**config.mk**
```make
export PLATFORM = sky130hd
export DESIGN_NAME = hilo_muldiv_unit
export DESIGN_NICKNAME = d
export VERILOG_FILES = /design/src/rtl/muldiv_pkg.sv /design/src/rtl/muldiv_iter_core.sv /design/src/rtl/hilo_muldiv_unit.sv
export SDC_FILE = /design/constraint.sdc
export NUM_CORES = 1
export LEC_CHECK = 0
export ABC_AREA = 1
export BUFFER_PORTS_ARGS = -buffer_cell sky130_fd_sc_hd__buf_2
export CORE_ASPECT_RATIO = 0.75
export CORE_MARGIN = 2
export CORE_UTILIZATION = 25
export CTS_CLUSTER_SIZE = 24
export DETAILED_ROUTE_END_ITERATION = 8
export HOLD_SLACK_MARGIN = 0.05
export PLACE_DENSITY = 0.39
export SLEW_MARGIN = 20
export SYNTH_ARGS = -nofsm -noshare
export SYNTH_HDL_FRONTEND = slang
export SYNTH_SLANG_ARGS = --single-unit
```
**constraint.sdc**
```tcl
create_clock -name Clk -period 4.6 [get_ports Clk]
set_input_delay 0.46 -clock Clk [delete_from_list [all_inputs] [get_ports Clk]]
set_output_delay 0.46 -clock Clk [all_outputs]
set_load 0.03 [all_outputs]
```
**src/rtl/muldiv_pkg.sv**
```systemverilog
// Shared encodings for the HI/LO multiply/divide unit.
package muldiv_pkg;

  typedef enum logic [2:0] {
    OP_MULT  = 3'd0,
    OP_MULTU = 3'd1,
    OP_MADD  = 3'd2,
    OP_MSUB  = 3'd3,
    OP_DIV   = 3'd4,
    OP_DIVU  = 3'd5,
    OP_MTHI  = 3'd6,
    OP_MTLO  = 3'd7
  } op_e;

  typedef enum logic [1:0] {
    S_IDLE = 2'd0,
    S_MUL  = 2'd1,
    S_DIV  = 2'd2,
    S_FIN  = 2'd3
  } state_e;

  // Ops that iterate on operand magnitudes and fix the sign at the end.
  function automatic logic op_is_signed(input logic [2:0] op);
    return (op == OP_MULT) || (op == OP_MADD) || (op == OP_MSUB) || (op == OP_DIV);
  endfunction

endpackage

```
**src/rtl/muldiv_iter_core.sv**
```systemverilog
// Bit-serial datapath: shift-add multiply or restoring divide, one bit per clock.
// Multiply: lo holds the multiplier and fills with product low bits, hi accumulates.
// Divide:   lo holds the dividend and fills with quotient bits, hi is the remainder.
module muldiv_iter_core
  import muldiv_pkg::*;
#(
  parameter int WIDTH = 32,
  parameter int CNT_W = $clog2(WIDTH) + 1
) (
  input  logic               clk_i,
  input  logic               rst_i,
  input  logic               load_i,
  input  logic               step_i,
  input  logic               div_i,
  input  logic [WIDTH-1:0]   a_mag_i,
  input  logic [WIDTH-1:0]   b_mag_i,
  output logic               last_o,
  output logic [2*WIDTH-1:0] prod_o,
  output logic [WIDTH-1:0]   quo_o,
  output logic [WIDTH-1:0]   rem_o
);

  logic [WIDTH-1:0] hi_q, hi_d;
  logic [WIDTH-1:0] lo_q, lo_d;
  logic [WIDTH-1:0] b_q, b_d;
  logic [CNT_W-1:0] cnt_q, cnt_d;

  logic [WIDTH:0]   mul_sum;
  logic [WIDTH:0]   div_shift;
  logic [WIDTH-1:0] div_sub;
  logic             div_ge;

  // Next-state for one iteration step, or operand load on accept.
  always_comb begin
    mul_sum   = {1'b0, hi_q} + (lo_q[0] ? {1'b0, b_q} : {(WIDTH+1){1'b0}});
    div_shift = {hi_q, lo_q[WIDTH-1]};
    div_ge    = (div_shift >= {1'b0, b_q});
    div_sub   = div_shift[WIDTH-1:0] - b_q;
    hi_d  = hi_q;
    lo_d  = lo_q;
    b_d   = b_q;
    cnt_d = cnt_q;
    if (load_i) begin
      hi_d  = '0;
      lo_d  = a_mag_i;
      b_d   = b_mag_i;
      cnt_d = CNT_W'(WIDTH);
    end else if (step_i && (cnt_q != '0)) begin
      cnt_d = cnt_q - 1'b1;
      if (div_i) begin
        // When the trial subtract fits, the difference is below the divisor, so W bits suffice.
        hi_d = div_ge ? div_sub : div_shift[WIDTH-1:0];
        lo_d = {lo_q[WIDTH-2:0], div_ge};
      end else begin
        hi_d = mul_sum[WIDTH:1];
        lo_d = {mul_sum[0], lo_q[WIDTH-1:1]};
      end
    end
  end

  // Datapath registers.
  always_ff @(posedge clk_i) begin
    if (rst_i) begin
      hi_q  <= '0;
      lo_q  <= '0;
      b_q   <= '0;
      cnt_q <= '0;
    end else begin
      hi_q  <= hi_d;
      lo_q  <= lo_d;
      b_q   <= b_d;
      cnt_q <= cnt_d;
    end
  end

  assign last_o = (cnt_q == CNT_W'(1));
  assign prod_o = {hi_q, lo_q};
  assign quo_o  = lo_q;
  assign rem_o  = hi_q;

endmodule

```
**src/rtl/hilo_muldiv_unit.sv**
```systemverilog
// HI/LO owner for the MIPS EX stage: control FSM, sign handling and result write-back.
// Handshake: Start is taken only in IDLE (Busy==0); Busy rises the cycle after an iterative
// op is accepted and falls with the one-cycle Done pulse, when Hi/Lo already hold the result.
module hilo_muldiv_unit
  import muldiv_pkg::*;
#(
  parameter int WIDTH = 32
) (
  input  logic             Clk,
  input  logic             Reset,
  input  logic             Start,
  input  logic [2:0]       Op,
  input  logic [WIDTH-1:0] A,
  input  logic [WIDTH-1:0] B,
  output logic             Busy,
  output logic             Done,
  output logic             DivByZero,
  output logic [WIDTH-1:0] Hi,
  output logic [WIDTH-1:0] Lo,
  output state_e           DbgState
);

  localparam int CNT_W = $clog2(WIDTH) + 1;

  state_e           state_q, state_d;
  op_e              op_q;
  logic [WIDTH-1:0] a_q, hi_q, lo_q, hi_d, lo_d;
  logic             a_neg_q, b_neg_q, divz_q;
  logic             busy_q, done_q, dbz_q;

  logic             accept, load, sgn, is_div, b_zero;
  logic [WIDTH-1:0] a_mag, b_mag;
  logic               core_last;
  logic [2*WIDTH-1:0] core_prod, prod_s;
  logic [WIDTH-1:0]   core_quo, core_rem, quo_s, rem_s;

  assign accept = (state_q == S_IDLE) && Start;
  assign sgn    = op_is_signed(Op);
  assign is_div = (Op == OP_DIV) || (Op == OP_DIVU);
  assign b_zero = (B == '0);
  assign a_mag  = (sgn && A[WIDTH-1]) ? -A : A;
  assign b_mag  = (sgn && B[WIDTH-1]) ? -B : B;

  // Next-state logic.
  always_comb begin
    state_d = state_q;
    load    = 1'b0;
    case (state_q)
      S_IDLE: begin
        if (Start) begin
          load = 1'b1;
          if (Op <= OP_MSUB)        state_d = S_MUL;
          else if (is_div && !b_zero) state_d = S_DIV;
          else                      state_d = S_FIN;
        end
      end
      S_MUL, S_DIV: if (core_last) state_d = S_FIN;
      S_FIN:        state_d = S_IDLE;
      default:      state_d = S_IDLE;
    endcase
  end

  muldiv_iter_core #(.WIDTH(WIDTH), .CNT_W(CNT_W)) u_core (
    .clk_i   (Clk),
    .rst_i   (Reset),
    .load_i  (load),
    .step_i  ((state_q == S_MUL) || (state_q == S_DIV)),
    .div_i   (state_q == S_DIV),
    .a_mag_i (a_mag),
    .b_mag_i (b_mag),
    .last_o  (core_last),
    .prod_o  (core_prod),
    .quo_o   (core_quo),
    .rem_o   (core_rem)
  );

  // Sign fix-up and the Hi/Lo value written in FIN; accumulate reads Hi/Lo as they are now.
  always_comb begin
    prod_s = (a_neg_q ^ b_neg_q) ? -core_prod : core_prod;
    quo_s  = (a_neg_q ^ b_neg_q) ? -core_quo  : core_quo;
    rem_s  = a_neg_q ? -core_rem : core_rem;
    hi_d   = hi_q;
    lo_d   = lo_q;
    case (op_q)
      OP_MULT, OP_MULTU: {hi_d, lo_d} = prod_s;
      OP_MADD:           {hi_d, lo_d} = {hi_q, lo_q} + prod_s;
      OP_MSUB:           {hi_d, lo_d} = {hi_q, lo_q} - prod_s;
      OP_DIV, OP_DIVU:   if (!divz_q) {hi_d, lo_d} = {rem_s, quo_s};
      OP_MTHI:           hi_d = a_q;
      OP_MTLO:           lo_d = a_q;
      default: ;
    endcase
  end

  // State, latched operation context and Hi/Lo.
  always_ff @(posedge Clk) begin
    if (Reset) begin
      state_q <= S_IDLE;
      op_q    <= OP_MULT;
      a_q     <= '0;
      a_neg_q <= 1'b0;
      b_neg_q <= 1'b0;
      divz_q  <= 1'b0;
      busy_q  <= 1'b0;
      done_q  <= 1'b0;
      dbz_q   <= 1'b0;
      hi_q    <= '0;
      lo_q    <= '0;
    end else begin
      state_q <= state_d;
      done_q  <= 1'b0;
      dbz_q   <= 1'b0;
      if (accept) begin
        op_q    <= op_e'(Op);
        a_q     <= A;
        a_neg_q <= sgn && A[WIDTH-1];
        b_neg_q <= sgn && B[WIDTH-1];
        divz_q  <= is_div && b_zero;
        busy_q  <= (Op <= OP_MSUB) || (is_div && !b_zero);
      end
      if (state_q == S_FIN) begin
        hi_q   <= hi_d;
        lo_q   <= lo_d;
        busy_q <= 1'b0;
        done_q <= 1'b1;
        dbz_q  <= divz_q;
      end
    end
  end

  assign Busy      = busy_q;
  assign Done      = done_q;
  assign DivByZero = dbz_q;
  assign Hi        = hi_q;
  assign Lo        = lo_q;
  assign DbgState  = state_q;

endmodule

```
==> run_results.csv <==
group,metric,value,unit
route,vias,37680,
global_route,grt_pass1_vias,35200,
clock_tree,cts.sink_count,209,
flow_run,drv_cap,0,
route,remaining_drc_errors,0,
yosys,yosys.cell_count.top_type,"nand2_1",
final_layout,fill_cells,13610,
clock_tree,cts-root-buf,"clkbuf_16",
critical_path,endpoint_kind,"flip-flop",
sta,finClkSkew,0.03848,ns
yosys,synth_cell_types,69,
route,wl_per_cell,24.98,µm
final_layout,nets,6006,
placement,place.gp.congestion,1.017,
sta,rsz0062_at_grt,"no",
sta,period_needed,4.441,ns
power,leakage,0.01770,µW
yosys,syn_area_per_cell,5.403,µm²
global_route,grt_usage,29.31,%
global_route,grt_max_degree,70,
sta,fin_tns_setup,0,ns
clock_tree,htree_num_levels,2,
die,die_area,120800,µm²
die,die_x,400.7,µm
clock_tree,hold_buffers,0,
yosys,synth_common_cells,"nand2_1, inv_1, nor2_1",
sta,fmax,225.2,MHz
yosys,yosysTopAreaCell,"nand2_1",
global_route,grt_antenna_before_repair,5,
die,ios,139,
critical_path,path_max_fanout,6,
route,drt_iter0_drc,4269,
worst_hold_path,hp-class,"input pin to flip-flop",
yosys,synth-simple-area-share,38.90,%
power,p_per_area,802.3,nW/µm²
yosys,synth_edf_count,0,
placement,placed_area,33520,µm²
yosys,synthXorXnorAreaFrac,2.307,%
yosys,yosysTopAreaCellShare,18.64,%
final_layout,area_growth,18.20,%
clock_tree,clkTransAtPathRegs,0.06,ns
route,via_per_inst,5.159,
global_route,grt_pass1_wl,258.2,mm
yosys,syn_area,29500,µm²
clock_tree,clkLatencyLatePin,0.59,ns
yosys,synth_mux_area_share,0,%
placement,place_hpwl,152.5,mm
yosys,synth_cells,5460,
sta,timing_worst_slew_pin_value,1.106,ns
yosys,synthesis.nets,5742,
critical_path,start_kind,"flip-flop",
yosys,synth-seq-cells,209,
clock_tree,cts-buffers-inserted,34,
clock_tree,cts_setup_buffers,0,
yosys,synth_top_family_by_area,"simple AND/OR/NAND/NOR gates",
power,ir_drop,502.8,µV
route,ant_nets,0,
yosys,ys.flop_type,"dfxtp_1",
sta,fin_crit_sh,96.55,%
critical_path,crit_path_max_incr_delay,0.37,ns
die,die_y,301.5,µm
clock_tree,tritoncts,"yes",
global_route,grt_overflow,0,
route,first_pass_iters,6,
die,core_area,117400,µm²
final_layout,finalInstanceArea,34870,µm²
yosys,synth_compound_area_share,20.93,%
critical_path,cp_data_arrival_time,4.86,ns
final_layout,final_layout_size_suffix_gt1_share,10.73,%
critical_path,crit_top_cell,"nand2_1",
clock_tree,cts_buffer_depth,3,
sta,relSlewSlack,26.19,%
yosys,async_flop_share,0,%
die,row_count,109,
route,wl,182.4,mm
placement,port_buffers,138,
critical_path,critPathSlowestCell,"ha_1",
sta,setup_viol,0,
critical_path,critical_path_class,"flip-flop to flip-flop",
yosys,ys_warn_count,0,
status,status,"complete, no violations",
die,start_util,25.12,%
sta,slew_viol_final,0,
yosys,synth.area.top_cells,"nand2_1, dfxtp_1, inv_1",
yosys,seq_area_frac_synth,14.18,%
yosys,synthAdderAreaFrac,9.093,%
critical_path,worst_ep_required_time,5.02,ns
sta,finalHoldViolations,0,
-- per-layer routing --
| layer | track usage, % | up-vias | wire [µm] |
|---|---|---|---|
| li1 | - | 18140 | - |
| met4 | 10.04 | 6 | 6857 |
| met5 | 0 | - | 43 |
| met1 | 42.77 | 17800 | 88040 |
| met3 | 4.752 | 217 | 14050 |
| met2 | 43.12 | 1522 | 73440 |
-- worst paths after layout --
kind,start,endpoint,slack [ns],depth (start not counted)
max,u_core.quo_o[18],Hi[21],0.16,27
min,Op[2],Busy,0.12,2
max reg2reg,u_core.quo_o[18],Hi[21],0.16,27
min reg2reg,divz_q,divz_q,0.48,2
-- layout make-up --
type | count | area (µm²) | share of cell area [%]
tap | 1554 | 1944 | 5.576
inverter | 952 | 3573 | 10.25
clock inverter | 14 | 123.9 | 0.3552
clock buffer | 46 | 957.2 | 2.745
antenna | 2 | 5.005 | 0.01435
timing repair buffer | 396 | 2753 | 7.894
sequential | 209 | 4184 | 12.00
multi-input combinational | 4131 | 21330 | 61.17
-- cells by family (layout without fill, tap and decap cells) --
kind of cell               count (synthesis)  count (layout)
xor gates and xnor gates                  76              76
buffers and inverters                   1120            1408
other                                      0               2
and+or+nand+nor                         2728            2728
adders and majority gates                212             212
DFF                                      209             209
AOI/OAI and AO/OA                       1115            1115
-- where the power goes --
| group | switching (µW) | total [µW] | internal [µW] |
|---|---|---|---|
| clock | 1180 | 2710 | 1520 |
| sequential | 618 | 2890 | 2280 |
| combinational | 16000 | 22400 | 6360 |
-- metrics by stage --
stage	hold slack [ns]	power, µW	utilization, %	cells	setup WS [ns]
final	0.1226	27980	29.70	7304	0.1588
after global routing	0.1185	29880	29.69	7302	0.002355
after CTS	0.08384	27270	29.47	7302	0.01580
after detailed placement	0.4642	24430	28.54	7242	0.07662
after global placement	0.4636	24600	28.54	7242	-0.08768
after floorplan	0.4390	15460	-	5460	1.197
-- worst max-delay path, delay by kind of cell, from the launching register on --
family / cells / cell delay [ns]
DFF: 1 / 0.32
and+or+nand+nor: 16 / 1.95
xor gates and xnor gates: 1 / 0.16
buffers and inverters: 5 / 0.77
adders and majority gates: 1 / 0.37
AOI/OAI and AO/OA: 4 / 0.69
-- sequential cells by signal (all words and copies together), names as in the netlist, 2 cells and up --
register	flops
op_q	3
u_core.b_q	32
Lo	32
u_core.cnt_q	6
u_core.quo_o	32
a_q	32
u_core.rem_o	32
DbgState	2
Hi	32
-- cells in the final DEF, fill, tap and decap left out, types with 21 or more instances in the layout --
master	count
xor2_1	57
o21bai_1	41
nand2_1	1454
inv_2	23
ha_1	195
a21oi_1	456
nand3_1	386
nand4_1	76
nor2_1	588
o21ai_1	34
inv_1	926
clkbuf_16	35
buf_2	138
dfxtp_1	209
nor3_1	83
o21ai_0	386
nand2_2	22
a31oi_1	21
buf_4	248
o211ai_1	32
nor2_2	31
-- what timing repair did --
| item | 4_1_cts | 5_1_grt |
|---|---|---|
| gates resized for setup | 0 | 86 |
| hold endpoints to repair | 0 | 0 |
| endpoints found under the setup margin | 0 | 39 |
Note: power is estimated with default switching activity, not from simulation.
